<file path="src/rtl/i2c_req_arbiter.sv">
// Round-robin arbiter that shares one I2C wishbone-master command port among NREQ requesters,
// launching each granted transaction and returning read data plus a done/err pulse to its owner.
module i2c_req_arbiter #(
  parameter int unsigned NREQ     = 4,
  parameter int unsigned IDW      = 2,
  parameter int unsigned WR_PULSE = 4,
  parameter int unsigned START_TO = 32
) (
  input  logic                 clk_i,
  input  logic                 rst_i,
  input  logic [NREQ-1:0]      req_i,
  input  logic [8*NREQ-1:0]    req_addr_i,
  input  logic [24*NREQ-1:0]   req_wrdata_i,
  input  logic [8*NREQ-1:0]    req_num_i,
  output logic [NREQ-1:0]      done_o,
  output logic [NREQ-1:0]      err_o,
  output logic [23:0]          rddata_o,
  output logic                 gnt_valid_o,
  output logic [IDW-1:0]       gnt_id_o,
  output logic                 i2c_wr_o,
  output logic [7:0]           i2c_addr_o,
  output logic [7:0]           i2c_wrdata1_o,
  output logic [7:0]           i2c_wrdata2_o,
  output logic [7:0]           i2c_wrdata3_o,
  output logic [7:0]           i2c_data_num_o,
  input  logic                 i2c_busy_i,
  input  logic [7:0]           i2c_rddata1_i,
  input  logic [7:0]           i2c_rddata2_i,
  input  logic [7:0]           i2c_rddata3_i
);

  localparam int unsigned CntW = $clog2(START_TO + WR_PULSE + 1);

  typedef enum logic [2:0] {
    StIdle, StLoad, StStrobe, StWaitStart, StWaitDone, StComplete
  } state_e;

  state_e          state_q;
  logic [IDW-1:0]  ptr_q;
  logic [CntW-1:0] cnt_q;
  logic [NREQ-1:0] done_q, err_q;
  logic [23:0]     rddata_q;
  logic            gnt_valid_q;
  logic [IDW-1:0]  gnt_id_q;
  logic            wr_q;
  logic [7:0]      addr_q, num_q;
  logic [23:0]     wrdata_q;

  logic            win_found;
  logic [IDW-1:0]  win_idx, cand;
  logic [NREQ-1:0] owner_oh;

  assign owner_oh = NREQ'(1) << gnt_id_q;

  // First asserted request at or after ptr_q, wrapping at NREQ.
  always_comb begin
    win_found = 1'b0;
    win_idx   = '0;
    cand      = '0;
    for (int unsigned i = 0; i < NREQ; i++) begin
      if (32'(ptr_q) + i >= NREQ) cand = IDW'(32'(ptr_q) + i - NREQ);
      else                        cand = IDW'(32'(ptr_q) + i);
      if (!win_found && req_i[cand]) begin
        win_found = 1'b1;
        win_idx   = cand;
      end
    end
  end

  always_ff @(posedge clk_i) begin
    if (rst_i) begin
      state_q     <= StIdle;
      ptr_q       <= '0;
      cnt_q       <= '0;
      done_q      <= '0;
      err_q       <= '0;
      rddata_q    <= '0;
      gnt_valid_q <= 1'b0;
      gnt_id_q    <= '0;
      wr_q        <= 1'b0;
      addr_q      <= '0;
      num_q       <= '0;
      wrdata_q    <= '0;
    end else begin
      done_q <= '0;
      err_q  <= '0;
      unique case (state_q)
        StIdle: begin
          // Skip the cycle an err is being reported so the owner can drop its request.
          if (win_found && !(|err_q)) begin
            state_q     <= StLoad;
            gnt_valid_q <= 1'b1;
            gnt_id_q    <= win_idx;
            ptr_q       <= (32'(win_idx) == NREQ - 1) ? '0 : win_idx + 1'b1;
            addr_q      <= req_addr_i[8*win_idx +: 8];
            wrdata_q    <= req_wrdata_i[24*win_idx +: 24];
            num_q       <= req_num_i[8*win_idx +: 8];
          end
        end
        StLoad: begin
          if (num_q == 8'd0 || num_q > 8'd3) begin
            err_q       <= owner_oh;
            gnt_valid_q <= 1'b0;
            state_q     <= StIdle;
          end else begin
            wr_q    <= 1'b1;
            cnt_q   <= '0;
            state_q <= StStrobe;
          end
        end
        StStrobe: begin
          if (cnt_q == CntW'(WR_PULSE - 1)) begin
            wr_q    <= 1'b0;
            cnt_q   <= '0;
            state_q <= StWaitStart;
          end else begin
            cnt_q <= cnt_q + 1'b1;
          end
        end
        StWaitStart: begin
          if (i2c_busy_i) begin
            state_q <= StWaitDone;
          end else if (cnt_q == CntW'(START_TO - 1)) begin
            err_q       <= owner_oh;
            gnt_valid_q <= 1'b0;
            state_q     <= StIdle;
          end else begin
            cnt_q <= cnt_q + 1'b1;
          end
        end
        StWaitDone: begin
          if (!i2c_busy_i) begin
            rddata_q <= {i2c_rddata3_i, i2c_rddata2_i, i2c_rddata1_i};
            done_q   <= owner_oh;
            state_q  <= StComplete;
          end
        end
        StComplete: begin
          gnt_valid_q <= 1'b0;
          state_q     <= StIdle;
        end
        default: state_q <= StIdle;
      endcase
    end
  end

  assign done_o         = done_q;
  assign err_o          = err_q;
  assign rddata_o       = rddata_q;
  assign gnt_valid_o    = gnt_valid_q;
  assign gnt_id_o       = gnt_id_q;
  assign i2c_wr_o       = wr_q;
  assign i2c_addr_o     = addr_q;
  assign i2c_wrdata1_o  = wrdata_q[7:0];
  assign i2c_wrdata2_o  = wrdata_q[15:8];
  assign i2c_wrdata3_o  = wrdata_q[23:16];
  assign i2c_data_num_o = num_q;

endmodule

</file>
<file path="config.mk">
export PLATFORM = sky130hd
export DESIGN_NAME = i2c_req_arbiter
export DESIGN_NICKNAME = d
export VERILOG_FILES = /design/src/rtl/i2c_req_arbiter.sv
export SDC_FILE = /design/constraint.sdc
export NUM_CORES = 1
export LEC_CHECK = 0
export ABC_AREA = 1
export BUFFER_PORTS_ARGS = -buffer_cell sky130_fd_sc_hd__buf_2
export CORE_MARGIN = 4
export CORE_UTILIZATION = 53
export CTS_BUF_LIST = sky130_fd_sc_hd__clkbuf_4
export DETAILED_ROUTE_END_ITERATION = 8
export PLACE_DENSITY = 0.89
export SYNTH_ARGS = -nofsm -noshare
export SYNTH_HDL_FRONTEND = slang
export SYNTH_SLANG_ARGS = --single-unit
</file>
<file path="constraint.sdc">
create_clock -name clk_i -period 4.25 [get_ports clk_i]
set_clock_uncertainty 0.15 [all_clocks]
set_input_delay 0 -clock clk_i [delete_from_list [all_inputs] [get_ports clk_i]]
set_output_delay 0 -clock clk_i [all_outputs]
set_load 0.01 [all_outputs]
</file>
## Yosys cells after proc, flatten, opt, wreduce, memory -nomap -nowiden

Cells that the tools add are included.

| word-level totals | value |
|---|---|
| word-level logic and storage cells | 121 |
| bits of input ports | 191 |
| register bits after elaboration | 87 |
| output and inout port bits | 76 |

| cells by class | value |
|---|---|
| mux-type cells | 45 |
| shifts and indexed selects | 4 |
| multiply operators | 1 |
| reductions and logical operators | 22 |
| order comparisons | 9 |
| bitwise operators | 2 |
| add/sub/neg operators | 9 |
| equal/unequal tests | 17 |

Operator list:

| cell | count |
|---|---|
| 96-bit by 8-bit variable part select with 24-bit output | 1 |
| 32-bit by 6-bit variable part select with 8-bit output | 2 |
| 6-bit two-way mux | 4 |
| 2-bit two-way mux | 10 |
| 6-bit case mux with 3 select lines | 1 |
| 2-bit inequality test (second input constant) | 8 |
| 3-bit two-way mux | 5 |
| 3-bit case mux with 5 select lines | 1 |
| 1-bit two-way mux | 14 |
| 2-bit by 3-bit less-than comparator with 1-bit output (second input constant) | 4 |
| 4-bit two-way mux | 3 |
| 3-bit greater-or-equal comparator (second input constant) | 3 |
| 1-bit binary-select mux with 2-bit select | 4 |
| 8-bit by 2-bit > comparator with 1-bit output (second input constant) | 1 |
| 8-bit logical NOT | 1 |
| 4-bit case mux with 2 select lines | 1 |
| 4-bit AND reduction | 2 |
| 2-bit by 1-bit subtractor with 2-bit output (second input constant) | 4 |
| 2-bit by 2-bit adder with 3-bit output (second input constant) | 2 |
| 6-bit by 1-bit adder with 6-bit output (second input constant) | 1 |
| 3-bit by 2-bit == test with 1-bit output (second input constant) | 2 |
| 3-bit == test (second input constant) | 2 |
| 6-bit by 2-bit == test with 1-bit output (second input constant) | 1 |
| 6-bit by 5-bit == test with 1-bit output (second input constant) | 1 |
| other kinds (23) | 31 |

## Longest topological paths before layout

| depth | value |
|---|---|
| depth in word-level cells | 17 |
| depth in mapped cells | 16 |
| gate-level depth less buffers | 14 |

## Worst setup path before layout

No wires, ideal clock.

| timing | value |
|---|---|
| path kind | register -> register |
| start point | register ptr_q[0] |
| end point | register num_q[2] (netlist: i2c_data_num_o[2]) |
| period minus slack after synthesis | 1923 ps |
| setup time | 109 ps |
| path slack | 2327 ps |
| buffers on the path | 3 |
| data required time | 3991 ps |
| cell stages (with the launch flop) | 16 |
| arrival | 1664 ps |
| cells stage by stage | dfxtp_1 buf_6 inv_6 nand2_1 nand2_2 nand2_1 nand2_1 nor2_4 nand3_2 nand3_2 inv_2 buf_2 buf_6 nand3_1 nand2_1 inv_1 |

| between the ends | value |
|---|---|
| word-level cells in the longest chain between the ends | 16 |
| elaborated cells on any way between the ends | 40 |
| those cells by class | add/sub: 7; order compare: 4; shift: 1; mux: 20; reduce/logical: 8 |

RTL lines:

| item | line | source |
|---|---|---|
| start, declared | 39 | `logic [IDW-1:0] ptr_q;` |
| start signal, assigned | 94 | `ptr_q <= (32'(win_idx) == NREQ - 1) ? '0 : win_idx + 1'b1;` |
| branches (longest 16 deep; another with 2-bit by 1-bit adder with 3-bit output) | -- |  |
| end signal, assigned | 97 | `num_q <= req_num_i[8*win_idx +: 8];` |
| end, declared | 46 | `logic [7:0] addr_q, num_q;` |

Several ways; the timed one is not identified. The select of a mux whose other input is x is not followed.
A chain may end at the register's enable or synchronous reset.

## Final worst setup path

| timing | value |
|---|---|
| start point | register ptr_q[0] |
| end point | register wrdata_q[23] |

| between the ends | value |
|---|---|
| word-level cells in the longest chain between the ends | 16 |
| elaborated cells on any way between the ends | 41 |
| those cells by class | add/sub: 7; mul: 1; order compare: 4; shift: 1; mux: 20; reduce/logical: 8 |

RTL lines:

| item | line | source |
|---|---|---|
| branches (longest 16 deep; another with 2-bit by 1-bit adder with 3-bit output) | -- |  |
| end signal, assigned | 96 | `wrdata_q <= req_wrdata_i[24*win_idx +: 24];` |
| end, declared | 47 | `logic [23:0] wrdata_q;` |

Several ways; the timed one is not identified. The select of a mux whose other input is x is not followed.

==> run_results.csv <==
group,metric,value,unit
logic_synthesis,synth_area,5793,sq um
die,num_io_pins,267,
detailed_routing,drt_iter0_drc,1042,
cts,clk_pin_slew_worst_paths,0.18,ns
critical_path,cp.arrival,4.11,ns
placed_design,dpl_cell_area,7041,sq um
die,core,10460,sq um
pwr,seqPwrFrac,17.7,%
logic_synthesis,synthXorXnorAreaFrac,0,%
critical_path,reg2reg_depth,14,
cts,clk_latency,0.43,ns
die,start_util,55.37,%
pwr,swShare,47.88,%
finish,fillers,592,
pwr,p_int,3459,uW
hold_path,hold_start,"i2c_rddata3_i[1]",
finish,mostFrequentLayoutCell,"buf_2",
sta,tightest_slew,1.134,ns
logic_synthesis,ys_seq_area_share,30.06,%
critical_path,crit_type,"flop to flop",
cts,cts_made_buffers,9,
logic_synthesis,synth_top_family_by_area,"simple AND/OR/NAND/NOR gates",
grt,antenna_found_initial,1,
critical_path,cp-end-kind,"flop",
pwr,p_per_area,762.5,nW/um^2
pwr,pwr-share-clk,9.5,%
finish,finalInstanceArea,8703,sq um
hold_path,hp-class,"input pin to flop",
logic_synthesis,synth.mux.area_fraction,0,%
logic_synthesis,synth-compound-area-share,9.287,%
placed_design,place_congestion,0.8985,
logic_synthesis,synth-adder-area-share,0.2160,%
die,dieWidth,112.6,um
pwr,p_sw,3178,uW
placed_design,hpwl,13080,um
logic_synthesis,synth_top_area_share,30.06,%
logic_synthesis,avgSynthCellArea,6.022,sq um
logic_synthesis,synth.area.top_cells,"dfxtp_1 (30%), inv_1 (15%), nand2_1 (12%), nand3_1 (11%), nand4_1 (8.9%)",
finish,area_delta_synth_final,50.24,%
grt,grt_max_degree,81,
grt,track_usage,37.60,%
cts,clockBufferDepth,2,
critical_path,path_max_fanout,80,
sta,rsz0062_at_grt,"false",
cts,cts_sinks,87,
sta,period_share,92.34,%
detailed_routing,first_pass_iters,6,
detailed_routing,drc,0,
run,cap_violations,0,
detailed_routing,vias_per_cell,5.685,
critical_path,crit_required,4.44,ns
logic_synthesis,syn_inst,962,
detailed_routing,antenna_left,0,
sta,final-hold-violation-count,0,
logic_synthesis,synth_fp_nets,1154,
logic_synthesis,ys_ff_latch,87,
finish,fin_util,83.19,%
sta,slew_headroom,24.42,%
finish,drive_gt1_share,22.87,%
die,die-area,12670,sq um
cts,tritoncts,"built",
placed_design,numPortBuffers,266,
hold_path,min_to,"rddata_o[17]",
detailed_routing,wl_per_cell,16.92,um
critical_path,start_kind,"flop",
finish,nets,1525,
grt,grt_pass1_vias,8391,
critical_path,rr_endpoint,"wrdata_q[23]",
sta,slew_viol_final,0,
pwr,leakagePower,0.005004,uW
logic_synthesis,ys_types,28,
grt,grt_pass1_wl,39610,um
finish,final_cell_mix,"buf_2 (266), inv_1 (226), nand2_1 (185)",
detailed_routing,num_vias,8391,
sta,finalSetupTns,0,ns
logic_synthesis,yosys_warnings,0,
die,fp.dieH,112.6,um
pwr,irDropWorstVdd,0.5628,mV
logic_synthesis,yosys.area_share.simple,39.52,%
cts,root_buffer,"clkbuf_4",
detailed_routing,postRouteWirelength,24980,um
logic_synthesis,synth_top_area_cell,"dfxtp_1",
sta,min_period,3.925,ns
sta,fmax,254.8,MHz
critical_path,reg2reg_slack,0.33,ns
hold_path,holdPathStages,4,
pwr,power_frac_comb,72.8,%
grt,overflow,0,
critical_path,r2r_start,"ptr_q[0]",
die,fp-row-count,37,
cts,htree_levels,3,
run_status,status,"finished clean",
sta,finalSetupViolCount,0,
-- kinds of logic after synthesis --
kind of cell    count (synthesis)
flops                          87
buf+inv                       293
simple gates                  494
fa+ha+maj                       1
compound gates                 87
-- worst max-delay path, stage by stage (launching register included) --
cell           delay [ns]
dfxtp_1              0.61
inv_6                0.09
nand2_1              0.08
nand2_1              0.08
nand2_1              0.07
o21ai_0              0.13
nand3_4              0.15
buf_4                0.68
nand4_1              0.21
nand3_1              0.15
dlygate4sd3_1        0.56
nand3_1              0.08
dlygate4sd3_1        0.60
nand2_1              0.10
inv_1                0.05
-- routing by layer --
| layer | vias to the layer above | track usage, % | part of all wire [%] |
|---|---|---|---|
| li1 | 3762 | - | - |
| met1 | 3696 | 41.71 | 34 |
| met2 | 746 | 64.49 | 48 |
| met3 | 187 | 7.547 | 11 |
| met4 | 0 | 25.40 | 7.4 |
| met5 | - | 0 | 0 |
-- cells in the mapped netlist --
library cell and instances:
a211oi_1 2, a21boi_0 1, a21oi_1 15, buf_1 2, buf_2 19, buf_6 11, clkbuf_1 30, clkinv_1 1
dfxtp_1 87, ha_1 1, inv_1 227, inv_2 2, inv_6 1, nand2_1 186, nand2_2 2, nand3_1 130
nand3_2 3, nand3_4 1, nand4_1 82, nor2_1 76, nor2_4 1, nor3_1 10, nor4_1 1, o21a_1 38
o21ai_0 29, o21ai_1 2, or2_2 1, or2_4 1
-- state kept, by name, summed over array words and instances (netlist names), 3 cells and up --
register	cells
err_o	4
i2c_data_num_o	8
state_q	3
rddata_o	24
wrdata_q	24
cnt_q	6
i2c_addr_o	8
done_o	4
-- how the worst max path moves through the flow --
stage,to,startpoint
2_1_floorplan,i2c_data_num_o[2],ptr_q[0]
3_3_place_gp,i2c_addr_o[0],ptr_q[0]
3_5_place_dp,wrdata_q[23],ptr_q[0]
4_1_cts,i2c_data_num_o[3],ptr_q[0]
5_1_grt,wrdata_q[1],ptr_q[0]
6_report,wrdata_q[23],ptr_q[0]
-- final cells by class --
type	count	area (sq um)	share of cell area, %
well taps	136	170.2	1.955
multi-input cells	582	2850	32.75
inverters	231	872.1	10.02
clock buffers	9	67.56	0.7763
flip-flops and latches	87	1742	20.01
repair buffers	422	2872	32.99
diodes	2	5.005	0.05750
clock inverters	7	125.1	1.438
-- power by group through the flow --
stage               clock network [uW]  registers, uW  logic (uW)
global placement                     0           1170        3240
global route                       663           1190        5190
finish                             630           1170        4830
floorplan                            0           1220        2620
detailed placement                   0           1170        3290
CTS                                622           1150        4420
-- per-stage QoR --
stage               worst slack, ns  total power [uW]  hold WS (ns)  cells
finish                       0.3254              6636        0.1473   1476
detailed placement            1.500              4462       0.07811   1312
global route                0.08739              7044        0.1486   1475
global placement              1.571              4412       0.06957   1312
floorplan                     2.327              3836      -0.01505    962
CTS                          0.3793              6194        0.1480   1474
-- what timing repair did --
action,CTS,global route
resized for setup,0,1
buffers inserted,0,0
hold buffers,146,0
endpoints found under the setup margin,0,2
endpoints found under the hold margin,75,0
Power figures use the tool's default switching activity.
